==> src/rtl/ysyx_22040237_exu_ctrl.sv <==
// ============================================================================
// ysyx_22040237_exu_ctrl
// ----------------------------------------------------------------------------
// Execute-stage controller. Takes one instruction at a time from decode and
// retires it in one of three ways:
//   - ALU ops take the combinational alu_result and write it back.
//   - Mul/div ops start the iterative unit, wait for its result and write it
//     back. A watchdog stops the core if the unit never answers.
//   - ebreak and invalid ops stop the core with a halt code that software can
//     read.
//
// Ports
//   clk, rst          clock; synchronous active-low reset
//   id_valid/ready    decode handshake
//   id_is_muldiv,
//   id_ebreak,
//   id_invalid        instruction class flags (priority invalid > ebreak > md)
//   id_rd             destination register index
//   alu_result        single-cycle EXU result for the offered instruction
//   md_start/flush    start / abort pulses to the mul/div unit (registered)
//   md_done/result    mul/div completion and result
//   wb_*              writeback handshake (wb_we = wb_rd != 0)
//   halt, halt_code   sticky stop: 01 ebreak, 10 invalid, 11 mul/div timeout
//   retire_cnt        retired-instruction counter, wraps at 2^32
//
// state   | meaning
// --------+-------------------------------------------------------------
// IDLE    | id_ready=1, waiting for an instruction
// MD_WAIT | mul/div in flight; watchdog counting
// WB      | result held on wb_* until wb_ready
// HALT    | stopped until reset; all inputs ignored
// ============================================================================
module ysyx_22040237_exu_ctrl #(
    parameter int unsigned MD_TIMEOUT = 64
) (
    input  logic        clk,
    input  logic        rst,

    input  logic        id_valid,
    output logic        id_ready,
    input  logic        id_is_muldiv,
    input  logic        id_ebreak,
    input  logic        id_invalid,
    input  logic [4:0]  id_rd,
    input  logic [63:0] alu_result,

    output logic        md_start,
    output logic        md_flush,
    input  logic        md_done,
    input  logic [63:0] md_result,

    output logic        wb_valid,
    input  logic        wb_ready,
    output logic        wb_we,
    output logic [4:0]  wb_rd,
    output logic [63:0] wb_data,

    output logic        halt,
    output logic [1:0]  halt_code,
    output logic [31:0] retire_cnt
);

    localparam logic [1:0] S_IDLE    = 2'd0;
    localparam logic [1:0] S_MD_WAIT = 2'd1;
    localparam logic [1:0] S_WB      = 2'd2;
    localparam logic [1:0] S_HALT    = 2'd3;

    localparam logic [1:0] HC_EBREAK  = 2'b01;
    localparam logic [1:0] HC_INVALID = 2'b10;
    localparam logic [1:0] HC_TIMEOUT = 2'b11;

    localparam logic [7:0] TMO_LIMIT = 8'(MD_TIMEOUT);

    logic [1:0]  state_q,      state_d;
    logic        halt_q,       halt_d;
    logic [1:0]  halt_code_q,  halt_code_d;
    logic        wb_valid_q,   wb_valid_d;
    logic        wb_we_q,      wb_we_d;
    logic [4:0]  wb_rd_q,      wb_rd_d;
    logic [63:0] wb_data_q,    wb_data_d;
    logic        md_start_q,   md_start_d;
    logic        md_flush_q,   md_flush_d;
    logic [31:0] retire_cnt_q, retire_cnt_d;
    logic [7:0]  tmo_cnt_q,    tmo_cnt_d;

    logic        accept;
    logic        md_done_ok;
    logic [7:0]  tmo_inc;

    assign id_ready   = (state_q == S_IDLE);
    assign accept     = id_valid && id_ready;
    // The unit cannot legitimately finish in the cycle it is being started,
    // so a done seen alongside md_start is stale and dropped.
    assign md_done_ok = md_done && !md_start_q;
    assign tmo_inc    = tmo_cnt_q + 8'd1;

    always_comb begin
        state_d      = state_q;
        halt_d       = halt_q;
        halt_code_d  = halt_code_q;
        wb_valid_d   = wb_valid_q;
        wb_we_d      = wb_we_q;
        wb_rd_d      = wb_rd_q;
        wb_data_d    = wb_data_q;
        md_start_d   = 1'b0;
        md_flush_d   = 1'b0;
        retire_cnt_d = retire_cnt_q;
        tmo_cnt_d    = tmo_cnt_q;

        case (state_q)
            S_IDLE: begin
                if (accept) begin
                    if (id_invalid) begin
                        state_d     = S_HALT;
                        halt_d      = 1'b1;
                        halt_code_d = HC_INVALID;
                    end else if (id_ebreak) begin
                        // ebreak itself counts as a retired instruction
                        state_d      = S_HALT;
                        halt_d       = 1'b1;
                        halt_code_d  = HC_EBREAK;
                        retire_cnt_d = retire_cnt_q + 32'd1;
                    end else if (id_is_muldiv) begin
                        state_d    = S_MD_WAIT;
                        wb_rd_d    = id_rd;
                        wb_we_d    = (id_rd != 5'd0);
                        md_start_d = 1'b1;
                        tmo_cnt_d  = 8'd0;
                    end else begin
                        state_d    = S_WB;
                        wb_valid_d = 1'b1;
                        wb_rd_d    = id_rd;
                        wb_we_d    = (id_rd != 5'd0);
                        wb_data_d  = alu_result;
                    end
                end
            end

            S_MD_WAIT: begin
                if (md_done_ok) begin
                    // a result arriving on the watchdog's last cycle still wins
                    state_d    = S_WB;
                    wb_valid_d = 1'b1;
                    wb_data_d  = md_result;
                end else begin
                    tmo_cnt_d = tmo_inc;
                    if (tmo_inc == TMO_LIMIT) begin
                        state_d     = S_HALT;
                        halt_d      = 1'b1;
                        halt_code_d = HC_TIMEOUT;
                        md_flush_d  = 1'b1;
                    end
                end
            end

            S_WB: begin
                if (wb_ready) begin
                    state_d      = S_IDLE;
                    wb_valid_d   = 1'b0;
                    retire_cnt_d = retire_cnt_q + 32'd1;
                end
            end

            default: begin
                // S_HALT: sticky, nothing changes until reset
            end
        endcase
    end

    always_ff @(posedge clk) begin
        if (!rst) begin
            state_q      <= S_IDLE;
            halt_q       <= 1'b0;
            halt_code_q  <= 2'b00;
            wb_valid_q   <= 1'b0;
            wb_we_q      <= 1'b0;
            wb_rd_q      <= 5'd0;
            wb_data_q    <= 64'd0;
            md_start_q   <= 1'b0;
            md_flush_q   <= 1'b0;
            retire_cnt_q <= 32'd0;
            tmo_cnt_q    <= 8'd0;
        end else begin
            state_q      <= state_d;
            halt_q       <= halt_d;
            halt_code_q  <= halt_code_d;
            wb_valid_q   <= wb_valid_d;
            wb_we_q      <= wb_we_d;
            wb_rd_q      <= wb_rd_d;
            wb_data_q    <= wb_data_d;
            md_start_q   <= md_start_d;
            md_flush_q   <= md_flush_d;
            retire_cnt_q <= retire_cnt_d;
            tmo_cnt_q    <= tmo_cnt_d;
        end
    end

    assign md_start   = md_start_q;
    assign md_flush   = md_flush_q;
    assign wb_valid   = wb_valid_q;
    assign wb_we      = wb_we_q;
    assign wb_rd      = wb_rd_q;
    assign wb_data    = wb_data_q;
    assign halt       = halt_q;
    assign halt_code  = halt_code_q;
    assign retire_cnt = retire_cnt_q;

endmodule

==> config.mk <==
export PLATFORM = sky130hd
export DESIGN_NAME = ysyx_22040237_exu_ctrl
export DESIGN_NICKNAME = d
export VERILOG_FILES = /design/src/rtl/ysyx_22040237_exu_ctrl.sv
export SDC_FILE = /design/constraint.sdc
export NUM_CORES = 1
export LEC_CHECK = 0
export BUFFER_PORTS_ARGS = -buffer_cell sky130_fd_sc_hd__buf_2
export CORE_MARGIN = 5
export CORE_UTILIZATION = 25
export CTS_CLUSTER_SIZE = 14
export DETAILED_ROUTE_END_ITERATION = 16
export GPL_ROUTABILITY_DRIVEN = 1
export GPL_TIMING_DRIVEN = 0
export SETUP_SLACK_MARGIN = 0.4
export SYNTH_ARGS = -nofsm -noshare
export SYNTH_HDL_FRONTEND = slang
export SYNTH_SLANG_ARGS = --single-unit
export TNS_END_PERCENT = 100
==> constraint.sdc <==
create_clock -name clk -period 2.7 [get_ports clk]
set_input_delay 0.81 -clock clk [delete_from_list [all_inputs] [get_ports clk]]
set_output_delay 0.81 -clock clk [all_outputs]
set_load 0.005 [all_outputs]
==> reports/metrics.cfg <==
[synthesis]
ys_seq_elements=118
yosys_warnings=0
avgSynthCellArea_um2=9.61
synthArstFlopShare=0
synth_area_mm2=0.00565
syn_inst=588
synth_nets=735
ys_seq_area_frac=0.418
synth_flop_cell=dfxtp_1
synth_cell_type_count=44
synth_edf_count=0

[clocking]
clk_latency_ns=0.42
cts_tree=built
cts.sinks=118
cts_root_buffer=clkbuf_16
clkTransAtPathRegs_ns=0.06
h-tree-depth=4
numCtsBuffers=17
cts_buffer_depth=2

[cells_and_area]
fin_cells=1158
final_area_mm2=0.00792
diodes=0
drive_gt1_frac=0.372
fin_nets=1008
final_common_cell=buf_2
post-route-util=0.353
final_cell_mix=262 x buf_2, 116 x dfxtp_1, 100 x nand2_1
syn_to_final_growth_pct=40.2

[grt]
grt_max_degree=17
grt-ovfl-total=0
grt_pass1_wl_um=28800
antenna_found_initial=0
grt_use_total=0.141
grt_pass1_vias=5448

[critical_path]
reg2reg_depth=8
r2r-start=state_q[0]
r2r_setup_slack_ns=0.53
crit_path_end_kind=register
worstReg2RegEnd=retire_cnt[31]
cp.required_ns=3.00
start_kind=register
cp_max_fo=5
crit_arrival_ns=2.47
crit_type=register to register

[power]
power.sequential.fraction=0.331
power_mw=6.80
pwr-share-comb=0.345
p_per_area_mw_per_mm2=858
ir_drop_uv=374
p_int_mw=4.48
clockPowerShare=0.324
sw_frac_of_total=0.341
power_switching_mw=2.32
p_leak_nw=4.32

[placed_design]
gp_congestion=0.801
numPortBuffers=248
place_area_mm2=0.00725
dp_hpwl_um=14100
numPlacedInstances=1121

[timing]
maxSlewHeadroom=0.523
fmax_mhz=460
fin_skew_ns=0.0164
fin_crit_ns=2.17
finalSetupViolCount=0
grt_setup_unrepaired=true
final_hold_viol_count=0
worst_pin_slew_ns=0.716
fin_crit_sh=0.805
report.final.slew_viol_count=0

[floorplan]
coreArea_mm2=0.0224
top_level_ports=250
die_area_mm2=0.0257
rows=55
die_x_um=160
start_util=0.252
die_y_um=160

[drt]
postRouteAntennaNets=0
wl_per_cell_um=15.6
drtIter0Drc=198
dr.pass1.iters=4
drc=0
vias_per_cell=4.54
wl_um=18000
dr_total_vias=5257

[hold_path]
whs_path_depth=1
hp-start=halt
holdPathEnd=halt
holdCritPathClass=register to register

[status]
outcome=finished clean

[flow_run]
maxCapViolCount=0

cells in the mapped netlist, types with 2 or more instances:
master	number	area, um2
a21boi_0	11	82.6
a21oi_1	4	20.0
a31o_2	2	17.5
and2_1	33	206
and3_1	6	37.5
and4_1	6	52.6
buf_2	22	110
clkbuf_1	17	63.8
dfxtp_1	118	2360
ha_1	6	75.1
inv_1	9	33.8
mux2i_1	68	681
nand2_1	100	375
nand3_1	21	105
nand4_1	7	43.8
nor2_1	10	37.5
nor2b_1	3	18.8
nor3_1	9	45.0
nor4_1	2	12.5
o211a_1	67	671
o211ai_1	2	15.0
o21a_1	5	37.5
o21ai_0	6	30.0
o22ai_1	2	12.5
or3_1	2	12.5
xnor2_1	21	184
xor2_1	12	105
worst max-delay path by stage:
stage	start	endpoint	depth (start not counted)	slack, ns
3_5_place_dp	id_ebreak	wb_data[20]	9	-0.07
4_1_cts	state_q[0]	wb_data[4]	10	0.39
5_1_grt	state_q[0]	retire_cnt[31]	8	0.37
6_report	state_q[0]	retire_cnt[31]	8	0.53
3_3_place_gp	id_ebreak	wb_data[4]	9	-0.05
2_1_floorplan	id_invalid	retire_cnt[31]	6	0.57
critical path, stage by stage (launching register included):
cell and delay, ns:
dfxtp_2 0.35, inv_1 0.09, ha_2 0.23, mux2i_2 0.18
a211oi_4 0.34, nor4b_4 0.40, nand4_1 0.18, xnor2_1 0.15
and2_1 0.15
kinds of logic after synthesis:
kind of cell,count (synthesis),share of synthesized area
AOI/OAI and AO/OA,108,0.172
xor gates and xnor gates,33,0.0512
adders and majority gates,6,0.0133
buffers and inverters,48,0.0368
DFF,118,0.418
muxes,69,0.122
and+or+nand+nor,206,0.186
flip-flops by register name, summed over array words and instances, names as in the netlist:
register,count
wb_rd,5
halt_code,2
wb_data,64
md_flush,1
halt,1
retire_cnt,32
wb_valid,1
md_start,1
wb_we,1
state_q,2
tmo_cnt_q,8
routing by layer:
metal	GRT usage	routed length, um	vias to the layer above
li1	-	-	2638
met1	0.164	7720	2410
met2	0.238	8530	189
met3	0.0500	1340	20
met4	0.0540	439	0
met5	0	0	-
power by group through the flow:
| stage | clock network, mW | registers (mW) | logic, mW |
|---|---|---|---|
| 4_1_cts | 2.27 | 2.25 | 2.34 |
| 5_1_grt | 2.37 | 2.29 | 2.60 |
| 6_report | 2.20 | 2.25 | 2.35 |
| 3_3_place_gp | 0 | 2.27 | 2.31 |
| 2_1_floorplan | 0 | 2.30 | 1.42 |
| 3_5_place_dp | 0 | 2.28 | 2.33 |
per-stage QoR:
stage          TNS [ns]  worst slack, ns  hold slack, ns
6_report              0            0.526           0.460
5_1_grt               0            0.372           0.493
4_1_cts               0            0.388           0.462
3_5_place_dp      -1.06          -0.0673           0.448
3_3_place_gp     -0.476          -0.0499           0.447
2_1_floorplan         0            0.569           0.460
layout make-up:
class,instances,area [um2]
Fill cell,2325,14500
Clock inverter,12,121
Buffer,39,198
Sequential cell,118,2360
Clock buffer,19,453
Tap cell,285,357
Multi-Input combinational cell,422,3110
Inverter,9,33.8
Timing Repair Buffer,254,1290
timing repair:
item                       in CTS  in global routing
setup endpoints to repair      67                 84
gates resized for setup         5                 15
hold buffers                    0                  0
setup buffers                   0                  6
pin swaps                       2                  5
No activity file was read; power rests on OpenSTA's default activity.
